File: src/rtl/branch_ctrl_if.sv
// -----------------------------------------------------------------------------
// branch_ctrl_if
// Bundles every signal between branch_ctrl and its neighbours:
//   - decode request handshake (req_*) carrying funct3, operands, PC, imm and
//     the fetch prediction
//   - shared comparator drive (cmp_func/op_a/op_b) and its result (cmp_res)
//   - fetch redirect handshake (redir_valid/redir_pc/redir_ack) and flush
//   - resolution pulse (resolved_valid/resolved_taken)
//   - statistics counters (branch_cnt/mispred_cnt) and their clear (clr_cnt)
// Modports:
//   slave  - the branch_ctrl block itself
//   master - the surrounding pipeline (decode, comparator, fetch)
// -----------------------------------------------------------------------------
interface branch_ctrl_if #(
  parameter int XLEN  = 64,
  parameter int CNT_W = 32
);
  logic             req_valid;
  logic             req_ready;
  logic [2:0]       req_func;
  logic [XLEN-1:0]  req_op_a;
  logic [XLEN-1:0]  req_op_b;
  logic [XLEN-1:0]  req_pc;
  logic [XLEN-1:0]  req_imm;
  logic             req_pred_taken;

  logic [2:0]       cmp_func;
  logic [XLEN-1:0]  cmp_op_a;
  logic [XLEN-1:0]  cmp_op_b;
  logic             cmp_res;

  logic             redir_valid;
  logic [XLEN-1:0]  redir_pc;
  logic             redir_ack;
  logic             flush;

  logic             resolved_valid;
  logic             resolved_taken;

  logic [CNT_W-1:0] branch_cnt;
  logic [CNT_W-1:0] mispred_cnt;
  logic             clr_cnt;

  modport slave (
    input  req_valid, req_func, req_op_a, req_op_b, req_pc, req_imm,
           req_pred_taken, cmp_res, redir_ack, clr_cnt,
    output req_ready, cmp_func, cmp_op_a, cmp_op_b, redir_valid, redir_pc,
           flush, resolved_valid, resolved_taken, branch_cnt, mispred_cnt
  );

  modport master (
    output req_valid, req_func, req_op_a, req_op_b, req_pc, req_imm,
           req_pred_taken, cmp_res, redir_ack, clr_cnt,
    input  req_ready, cmp_func, cmp_op_a, cmp_op_b, redir_valid, redir_pc,
           flush, resolved_valid, resolved_taken, branch_cnt, mispred_cnt
  );
endinterface

File: src/rtl/branch_ctrl.sv
// -----------------------------------------------------------------------------
// branch_ctrl
// Execute-stage branch resolution sequencer. Accepts one branch from decode,
// drives the shared comparator from latched operands, computes the target,
// checks the fetch prediction and, on a mispredict, raises flush and holds a
// redirect until fetch acknowledges it. Keeps saturating statistics counters.
// Ports:
//   clk   - clock, rising edge
//   rst_n - asynchronous active-low reset
//   bus   - branch_ctrl_if.slave (request, comparator, redirect, counters)
// -----------------------------------------------------------------------------
module branch_ctrl #(
  parameter int XLEN  = 64,
  parameter int CNT_W = 32
) (
  input  logic         clk,
  input  logic         rst_n,
  branch_ctrl_if.slave bus
);

  typedef enum logic [1:0] {
    ST_IDLE     = 2'd0,
    ST_RESOLVE  = 2'd1,
    ST_REDIRECT = 2'd2
  } state_t;

  localparam logic [CNT_W-1:0] CNT_MAX = '1;
  localparam logic [XLEN-1:0]  PC_STEP = XLEN'(4);

  state_t           r_state;
  state_t           w_state_next;

  logic [2:0]       r_func;
  logic [XLEN-1:0]  r_op_a;
  logic [XLEN-1:0]  r_op_b;
  logic [XLEN-1:0]  r_pc;
  logic [XLEN-1:0]  r_imm;
  logic             r_pred;

  logic             r_redir_valid;
  logic [XLEN-1:0]  r_redir_pc;

  // index 0: resolved branches, index 1: mispredicted branches
  logic [CNT_W-1:0] r_cnt [2];
  logic             w_cnt_inc [2];

  logic             w_req_ready;
  logic             w_accept;
  logic             w_resolve;
  logic             w_taken;
  logic             w_mispred;
  logic             w_redir_done;
  logic [XLEN-1:0]  w_target;

  // ---------------------------------------------------------------------------
  // FSM state register
  // ---------------------------------------------------------------------------
  always_ff @(posedge clk or negedge rst_n) begin
    if (!rst_n) begin
      r_state <= ST_IDLE;
    end else begin
      r_state <= w_state_next;
    end
  end

  // ---------------------------------------------------------------------------
  // FSM next state and per-state strobes
  // ---------------------------------------------------------------------------
  always_comb begin
    w_state_next = r_state;
    w_req_ready  = 1'b0;
    w_accept     = 1'b0;
    w_resolve    = 1'b0;
    w_taken      = 1'b0;
    w_mispred    = 1'b0;
    w_redir_done = 1'b0;
    case (r_state)
      ST_IDLE: begin
        w_req_ready = 1'b1;
        if (bus.req_valid) begin
          w_accept     = 1'b1;
          w_state_next = ST_RESOLVE;
        end
      end
      ST_RESOLVE: begin
        // cmp_res is combinational from the latched cmp_* drive, so the
        // outcome is available in this single resolve cycle.
        w_resolve    = 1'b1;
        w_taken      = bus.cmp_res;
        w_mispred    = (bus.cmp_res != r_pred);
        w_state_next = w_mispred ? ST_REDIRECT : ST_IDLE;
      end
      ST_REDIRECT: begin
        // an ack is only meaningful while a redirect is actually offered
        if (r_redir_valid && bus.redir_ack) begin
          w_redir_done = 1'b1;
          w_state_next = ST_IDLE;
        end
      end
      default: begin
        w_state_next = ST_IDLE;
      end
    endcase
  end

  // target wraps modulo 2^XLEN through the natural adder width
  assign w_target = bus.cmp_res ? (r_pc + r_imm) : (r_pc + PC_STEP);

  // ---------------------------------------------------------------------------
  // Request latch and redirect register
  // ---------------------------------------------------------------------------
  always_ff @(posedge clk or negedge rst_n) begin
    if (!rst_n) begin
      r_func        <= '0;
      r_op_a        <= '0;
      r_op_b        <= '0;
      r_pc          <= '0;
      r_imm         <= '0;
      r_pred        <= 1'b0;
      r_redir_valid <= 1'b0;
      r_redir_pc    <= '0;
    end else begin
      if (w_accept) begin
        r_func <= bus.req_func;
        r_op_a <= bus.req_op_a;
        r_op_b <= bus.req_op_b;
        r_pc   <= bus.req_pc;
        r_imm  <= bus.req_imm;
        r_pred <= bus.req_pred_taken;
      end
      if (w_resolve && w_mispred) begin
        r_redir_valid <= 1'b1;
        r_redir_pc    <= w_target;
      end else if (w_redir_done) begin
        r_redir_valid <= 1'b0;
      end
    end
  end

  // ---------------------------------------------------------------------------
  // Saturating statistics counters; clear wins over a same-cycle increment
  // ---------------------------------------------------------------------------
  assign w_cnt_inc[0] = w_resolve;
  assign w_cnt_inc[1] = w_resolve && w_mispred;

  generate
    for (genvar gi = 0; gi < 2; gi++) begin : g_cnt
      always_ff @(posedge clk or negedge rst_n) begin
        if (!rst_n) begin
          r_cnt[gi] <= '0;
        end else if (bus.clr_cnt) begin
          r_cnt[gi] <= '0;
        end else if (w_cnt_inc[gi] && (r_cnt[gi] != CNT_MAX)) begin
          r_cnt[gi] <= r_cnt[gi] + CNT_W'(1);
        end
      end
    end
  endgenerate

  // ---------------------------------------------------------------------------
  // Outputs
  // ---------------------------------------------------------------------------
  assign bus.req_ready      = w_req_ready;
  assign bus.cmp_func       = r_func;
  assign bus.cmp_op_a       = r_op_a;
  assign bus.cmp_op_b       = r_op_b;
  assign bus.redir_valid    = r_redir_valid;
  assign bus.redir_pc       = r_redir_pc;
  assign bus.flush          = w_resolve && w_mispred;
  assign bus.resolved_valid = w_resolve;
  assign bus.resolved_taken = w_taken;
  assign bus.branch_cnt     = r_cnt[0];
  assign bus.mispred_cnt    = r_cnt[1];

endmodule

File: src/flat_wrapper.sv
// flat-port wrapper written by rule: the top's interface ports become plain ports
module branch_ctrl_flat 
#(
  parameter int XLEN  = 64,
  parameter int CNT_W = 32
)
  (clk, rst_n, bus_req_valid, bus_req_func, bus_req_op_a, bus_req_op_b, bus_req_pc, bus_req_imm, bus_req_pred_taken, bus_cmp_res, bus_redir_ack, bus_clr_cnt, bus_req_ready, bus_cmp_func, bus_cmp_op_a, bus_cmp_op_b, bus_redir_valid, bus_redir_pc, bus_flush, bus_resolved_valid, bus_resolved_taken, bus_branch_cnt, bus_mispred_cnt);
  branch_ctrl_if #(.XLEN(XLEN), .CNT_W(CNT_W)) bus_i ();
  input  logic clk;
  input  logic rst_n;
  input wire logic [$bits(bus_i.req_valid)-1:0] bus_req_valid;
  input wire logic [$bits(bus_i.req_func)-1:0] bus_req_func;
  input wire logic [$bits(bus_i.req_op_a)-1:0] bus_req_op_a;
  input wire logic [$bits(bus_i.req_op_b)-1:0] bus_req_op_b;
  input wire logic [$bits(bus_i.req_pc)-1:0] bus_req_pc;
  input wire logic [$bits(bus_i.req_imm)-1:0] bus_req_imm;
  input wire logic [$bits(bus_i.req_pred_taken)-1:0] bus_req_pred_taken;
  input wire logic [$bits(bus_i.cmp_res)-1:0] bus_cmp_res;
  input wire logic [$bits(bus_i.redir_ack)-1:0] bus_redir_ack;
  input wire logic [$bits(bus_i.clr_cnt)-1:0] bus_clr_cnt;
  output wire logic [$bits(bus_i.req_ready)-1:0] bus_req_ready;
  output wire logic [$bits(bus_i.cmp_func)-1:0] bus_cmp_func;
  output wire logic [$bits(bus_i.cmp_op_a)-1:0] bus_cmp_op_a;
  output wire logic [$bits(bus_i.cmp_op_b)-1:0] bus_cmp_op_b;
  output wire logic [$bits(bus_i.redir_valid)-1:0] bus_redir_valid;
  output wire logic [$bits(bus_i.redir_pc)-1:0] bus_redir_pc;
  output wire logic [$bits(bus_i.flush)-1:0] bus_flush;
  output wire logic [$bits(bus_i.resolved_valid)-1:0] bus_resolved_valid;
  output wire logic [$bits(bus_i.resolved_taken)-1:0] bus_resolved_taken;
  output wire logic [$bits(bus_i.branch_cnt)-1:0] bus_branch_cnt;
  output wire logic [$bits(bus_i.mispred_cnt)-1:0] bus_mispred_cnt;
  assign bus_i.req_valid = bus_req_valid;
  assign bus_i.req_func = bus_req_func;
  assign bus_i.req_op_a = bus_req_op_a;
  assign bus_i.req_op_b = bus_req_op_b;
  assign bus_i.req_pc = bus_req_pc;
  assign bus_i.req_imm = bus_req_imm;
  assign bus_i.req_pred_taken = bus_req_pred_taken;
  assign bus_i.cmp_res = bus_cmp_res;
  assign bus_i.redir_ack = bus_redir_ack;
  assign bus_i.clr_cnt = bus_clr_cnt;
  assign bus_req_ready = bus_i.req_ready;
  assign bus_cmp_func = bus_i.cmp_func;
  assign bus_cmp_op_a = bus_i.cmp_op_a;
  assign bus_cmp_op_b = bus_i.cmp_op_b;
  assign bus_redir_valid = bus_i.redir_valid;
  assign bus_redir_pc = bus_i.redir_pc;
  assign bus_flush = bus_i.flush;
  assign bus_resolved_valid = bus_i.resolved_valid;
  assign bus_resolved_taken = bus_i.resolved_taken;
  assign bus_branch_cnt = bus_i.branch_cnt;
  assign bus_mispred_cnt = bus_i.mispred_cnt;
  branch_ctrl #(.XLEN(XLEN), .CNT_W(CNT_W)) u_core (.clk(clk), .rst_n(rst_n), .bus(bus_i));
endmodule
File: config.mk
export PLATFORM = sky130hd
export DESIGN_NAME = branch_ctrl_flat
export DESIGN_NICKNAME = d
export VERILOG_FILES = /design/src/rtl/branch_ctrl_if.sv /design/src/rtl/branch_ctrl.sv /design/src/flat_wrapper.sv
export SDC_FILE = /design/constraint.sdc
export NUM_CORES = 1
export LEC_CHECK = 0
export CAP_MARGIN = 10
export CORE_MARGIN = 4
export CORE_UTILIZATION = 28
export CTS_BUF_LIST = sky130_fd_sc_hd__clkbuf_16
export DETAILED_ROUTE_END_ITERATION = 7
export PLACE_DENSITY = 0.49
export SETUP_SLACK_MARGIN = 0.2
export SLEW_MARGIN = 40
export SYNTH_ARGS = -nofsm -noshare
export SYNTH_HDL_FRONTEND = slang
export SYNTH_SLANG_ARGS = --single-unit
File: constraint.sdc
create_clock -name clk -period 4.05 [get_ports clk]
set_input_delay 1.0125 -clock clk [delete_from_list [all_inputs] [get_ports clk]]
set_output_delay 1.0125 -clock clk [all_outputs]
set_load 0.01 [all_outputs]
==> Yosys cells after proc, flatten, opt, wreduce, memory -nomap -nowiden <==
Cells that the tools add are included.
{ "totals": {"in_bits": 266, "register_bits": 391, "out_inout_bits": 264, "elab_cells": 50} }
{ "op_classes": {"muxes": 19, "add_sub_neg": 4, "n_eq_ne": 7, "reduce_logical": 9} }
{ "ops": {"columns": ["operator", "count"], "rows": [
  ["two-way mux 32 bit", 4],
  ["adder 32 x 1 -> 32 bit, second input constant", 2],
  ["adder 64 x 3 -> 64 bit, second input constant", 1],
  ["adder 64 bit", 1],
  ["two-way mux 64 bit", 1],
  ["inequality test 32 bit, second input constant", 2],
  ["two-way mux 1 bit", 10],
  ["two-way mux 2 bit", 3],
  ["case mux 2 bit (3 select lines)", 1],
  ["nonzero test 2 bit", 3],
  ["logical AND 1 bit", 4],
  ["== test 2 x 1 -> 1 bit, second input constant", 1],
  ["== test 2 bit, second input constant", 1],
  ["zero test 2 bit", 1],
  ["inequality test 2 x 1 -> 1 bit, second input constant", 1],
  ["inequality test 2 bit, second input constant", 1],
  ["AND reduction 2 bit", 1],
  ["inequality test 1 bit", 1]
]} }

==> Depth between registers and ports, before layout <==
{ "logic_depth": {"depth_word": 6, "ltp_mapped": 12, "ltp_nobuf": 12} }

==> Worst setup path after synthesis <==
OpenSTA, ideal clock, no wires.
{ "synth_timing": {"path_type": "register to register", "from": "register u_core.r_pc[6]", "to": "register u_core.r_redir_pc[49], in the netlist u_core.bus.redir_pc[49]", "setup_time_ns": 0.082, "n_path_buf": 0, "slack_ns": 0.918, "stages_incl_launch_ff": 12, "t_arrival_ns": 3.050, "period_less_slack_ns": 3.132, "required_ns": 3.968, "cell_sequence": "dfrtp_1 ha_1 nand2_1 nor3_2 a21oi_1 o21a_1 or4_4 a2111oi_4 nor2_2 nor3_2 mux2_1 o22ai_1"} }
{ "synth_between": {"elab_chain_len": 2, "word_cells_on_any_way": 3, "cone_classes": "add/sub (2); mux (1)"} }
{ "synth_rtl": {"columns": ["item", "line_no", "text"], "rows": [
  ["start: declaration", "branch_ctrl.sv:36", "logic [XLEN-1:0] r_pc;"],
  ["start signal: assignment", "branch_ctrl.sv:127", "r_pc <= bus.req_pc;"],
  ["adder 64 x 3 -> 64 bit or adder 64 bit (tied branches)", "branch_ctrl.sv:107", "assign w_target = bus.cmp_res ? (r_pc + r_imm) : (r_pc + PC_STEP);"],
  ["two-way mux 64 bit (*)", "branch_ctrl.sv:107", null],
  ["end signal: assignment", "branch_ctrl.sv:133", "r_redir_pc <= w_target;"],
  ["end: declaration", "branch_ctrl.sv:41", "logic [XLEN-1:0] r_redir_pc;"]
]} }
Mark *: on every way between the ends. The rest lies on a longest branch, timed or not.
A chain may end at the register's enable or synchronous reset.

==> Worst setup path in the final report <==
{ "layout_timing": {"from": "register u_core.r_pc[12]", "to": "register u_core.r_redir_pc[62], in the netlist u_core.bus.redir_pc[62]"} }
The elaborated chain is that of the path after synthesis.

==> flow_summary.json <==
{
  "dp_cells": 3392,
  "cts_max_path_buffers": 3,
  "dieArea_um2": 78200,
  "cp_max_fo": 7,
  "worst_pin_slew_ps": 850,
  "synth.area.top_cells": "dfrtp_1, mux2_2, ha_1",
  "grt_pass1_wl_mm": 113,
  "drtIter0Drc": 1224,
  "portBuffers": 529,
  "die_w_um": 280,
  "numCtsBuffers": 48,
  "critPathCaptureType": "register",
  "crit_required_ps": 4550,
  "total_power_mw": 24.8,
  "grt.overflow.total": 0,
  "fmax_ghz": 0.275,
  "io_pins": 530,
  "viasPerCell": 4.90,
  "synth-edff-count": 0,
  "ys_seq_area_share_pct": 47.4,
  "num-nets-final": 2817,
  "grt_max_degree": 93,
  "post-cts-setup-buffers": 0,
  "leakage_nw": 11.6,
  "setup_viol_count_final": 0,
  "slew_viol_final": 0,
  "synth-seq-cells": 391,
  "cp.arrival_ps": 4130,
  "fin_crit_sh_pct": 89.8,
  "syn-cell-area_um2": 20700,
  "synth_xor_area_share_pct": 6.74,
  "clk_pin_slew_ps": 60,
  "final_cells": 3488,
  "antenna_found_initial": 17,
  "ys_async_sr_fraction_pct": 100,
  "drive_gt1_share_pct": 14.9,
  "clk_latency_ps": 590,
  "power_frac_comb_pct": 53.4,
  "yosysWarnings": 0,
  "finalInstanceArea_um2": 28800,
  "period_needed_ps": 3640,
  "place.gp.congestion": 0.884,
  "final_util_pct": 39.4,
  "startpoint_type": "register",
  "synth_top_family_by_area": "multiplexers",
  "fillers": 7179,
  "cts_root_buf": "clkbuf_16",
  "rsz0062_at_grt": "false",
  "synth_top_area_share_pct": 47.4,
  "final-hold-violation-count": 0,
  "grt_usage_pct": 18.5,
  "cts-htree-levels": 2,
  "synth_compound_area_share_pct": 11.7,
  "synth.distinct_cells": 69,
  "wl_per_cell_um": 21.2,
  "drt_first_pass_iters": 5,
  "cts_sinks": 391,
  "core_area_um2": 73100,
  "syn_nets": 2307,
  "clkPwrFrac_pct": 18.3,
  "start_util_pct": 28.3,
  "switching_share_pct": 40.8,
  "crit_slowest_cell": "dfrtp_1",
  "finalSetupTns_ps": 0,
  "worstReg2RegStart": "u_core.r_pc[12]",
  "placed_cell_area_um2": 27100,
  "synth_adder_area_share_pct": 4.09,
  "vdd_drop_max_mv": 0.351,
  "hold_ws_ps": 313,
  "ant_nets": 0,
  "final_cell_mix": "clkdlybuf4s50_1, dfrtp_1, mux2_2",
  "worst_clock_skew_ps": 18.9,
  "power_frac_seq_pct": 28.2,
  "synth_area_per_cell_um2": 10.5,
  "power.switching_mw": 10.1,
  "postCtsHoldBufs": 0,
  "synth-simple-area-share_pct": 13.4,
  "routed-via-count": 17100,
  "crit_type": "reg -> reg",
  "ff2ff_path_depth": 11,
  "post_cts_resized": 0,
  "muxShareOfSynthArea_pct": 14.5,
  "intPower_mw": 14.7,
  "crit_start": "u_core.r_pc[12]",
  "grt_pass1_vias": 17900,
  "min_path_type": "in -> async",
  "post-route-drc-count": 0,
  "hpwlAfterDp_mm": 56.3,
  "slew_headroom_pct": 43.1,
  "synth_area_leader_cell": "dfrtp_1",
  "r2r_setup_slack_ps": 410,
  "reg2reg_to": "u_core.bus.redir_pc[62]",
  "power_density_nw_per_um2": 862,
  "drv_cap": 0,
  "tritoncts": "built",
  "area_growth_pct": 39.3,
  "final_common_cell": "clkdlybuf4s50_1",
  "synth_ff_type": "dfrtp_1",
  "fp-row-count": 99,
  "netlist_instances": 1974,
  "cp_cell_sequence": "ha_1, nand3_1, nor3b_2, o211ai_1, a21o_1, o41ai_4, a41oi_2, o31a_1, o21a_1, a2111o_1, o211ai_2",
  "die_y_um": 280,
  "cpPeakStageDelay_ps": 470,
  "pre_cts_ws_ps": 500,
  "finalWorstSetupSlack_ps": 414,
  "outcome": "finished, final reports clean",
  "routed_wl_mm": 73.8
}
-- worst max path at each step --
stage / endpoint / slack, ps
final: u_core.bus.redir_pc[62] / 410
after global routing: u_core.bus.redir_pc[62] / 210
after CTS: u_core.bus.redir_pc[62] / 450
after detailed placement: u_core.bus.redir_pc[62] / 500
after global placement: u_core.bus.redir_pc[62] / 580
after floorplan: u_core.bus.redir_pc[49] / 920
-- synth_stat cells, types with 3 or more instances --
master / n
xor2_1: 74
o31ai_1: 4
o211ai_1: 13
ha_1: 66
nor3_2: 4
or4_1: 3
xnor2_1: 85
mux2_2: 259
and3_1: 22
nor2_1: 161
nand3_1: 76
a21o_1: 32
clkbuf_1: 87
a31oi_1: 10
nand2b_1: 4
o22ai_1: 7
nand2_1: 169
o21bai_1: 15
o21ai_1: 22
dfrtp_1: 391
o21a_1: 10
and2_1: 14
a41o_1: 3
or3_1: 20
o21ai_0: 103
a21oi_1: 130
mux2i_1: 7
nand4_1: 48
buf_1: 4
a311oi_1: 3
a221oi_1: 3
buf_2: 5
and4_1: 21
o31a_1: 3
inv_1: 23
a22oi_1: 7
nor3_1: 13
nor2b_1: 10
a211oi_1: 8
-- power groups by stage --
| stage | combinational [mW] | sequential, mW | clock, mW |
|---|---|---|---|
| floorplan | 7.96 | 7.06 | 0 |
| global placement | 13.3 | 6.99 | 0 |
| detailed placement | 13.2 | 7.06 | 0 |
| CTS | 13.3 | 7.03 | 4.73 |
| global route | 14.6 | 7.25 | 4.89 |
| finish | 13.3 | 7.00 | 4.55 |
-- layer usage --
layer | global-route usage (%) | vias to the layer above | routed length (um)
met2 | 30.5 | 523 | 34500
met4 | 5.29 | 20 | 2090
met1 | 23.9 | 8344 | 31900
met3 | 5.03 | 113 | 5150
met5 | 0 | - | 126
li1 | - | 8106 | -
-- final cells by class --
cell class / count / area, um2 / area share (%)
diodes: 5 / 12.5 / 0.0435
clock buffers: 49 / 1230 / 4.26
clock inverters: 41 / 419 / 1.46
inverters: 24 / 90.1 / 0.313
multi-input cells: 1463 / 10400 / 36.2
flip-flops and latches: 391 / 9780 / 34.0
well taps: 959 / 1200 / 4.17
repair buffers: 556 / 5620 / 19.5
-- sequential cells by signal (all words and copies together) (netlist names) --
signal and flops:
u_core.bus.branch_cnt 32, u_core.bus.cmp_func 3, u_core.bus.cmp_op_a 64, u_core.bus.cmp_op_b 64
u_core.bus.mispred_cnt 32, u_core.bus.redir_pc 64, u_core.bus.redir_valid 1, u_core.r_imm 64
u_core.r_pc 64, u_core.r_pred 1, u_core.r_state 2
-- critical path: cells and delay by family, from the launching register on --
kind	cells	cell delay [ps]
AOI/OAI and AO/OA	8	2170
adders and majority gates	1	430
DFF	1	470
and+or+nand+nor	2	470
-- cells by family after synthesis --
logic type,after synthesis
simple gates,577
compound gates,393
flops,391
mux,267
xor+xnor,159
buf+inv,120
fa+ha+maj,67
Power figures use the tool's default switching activity.
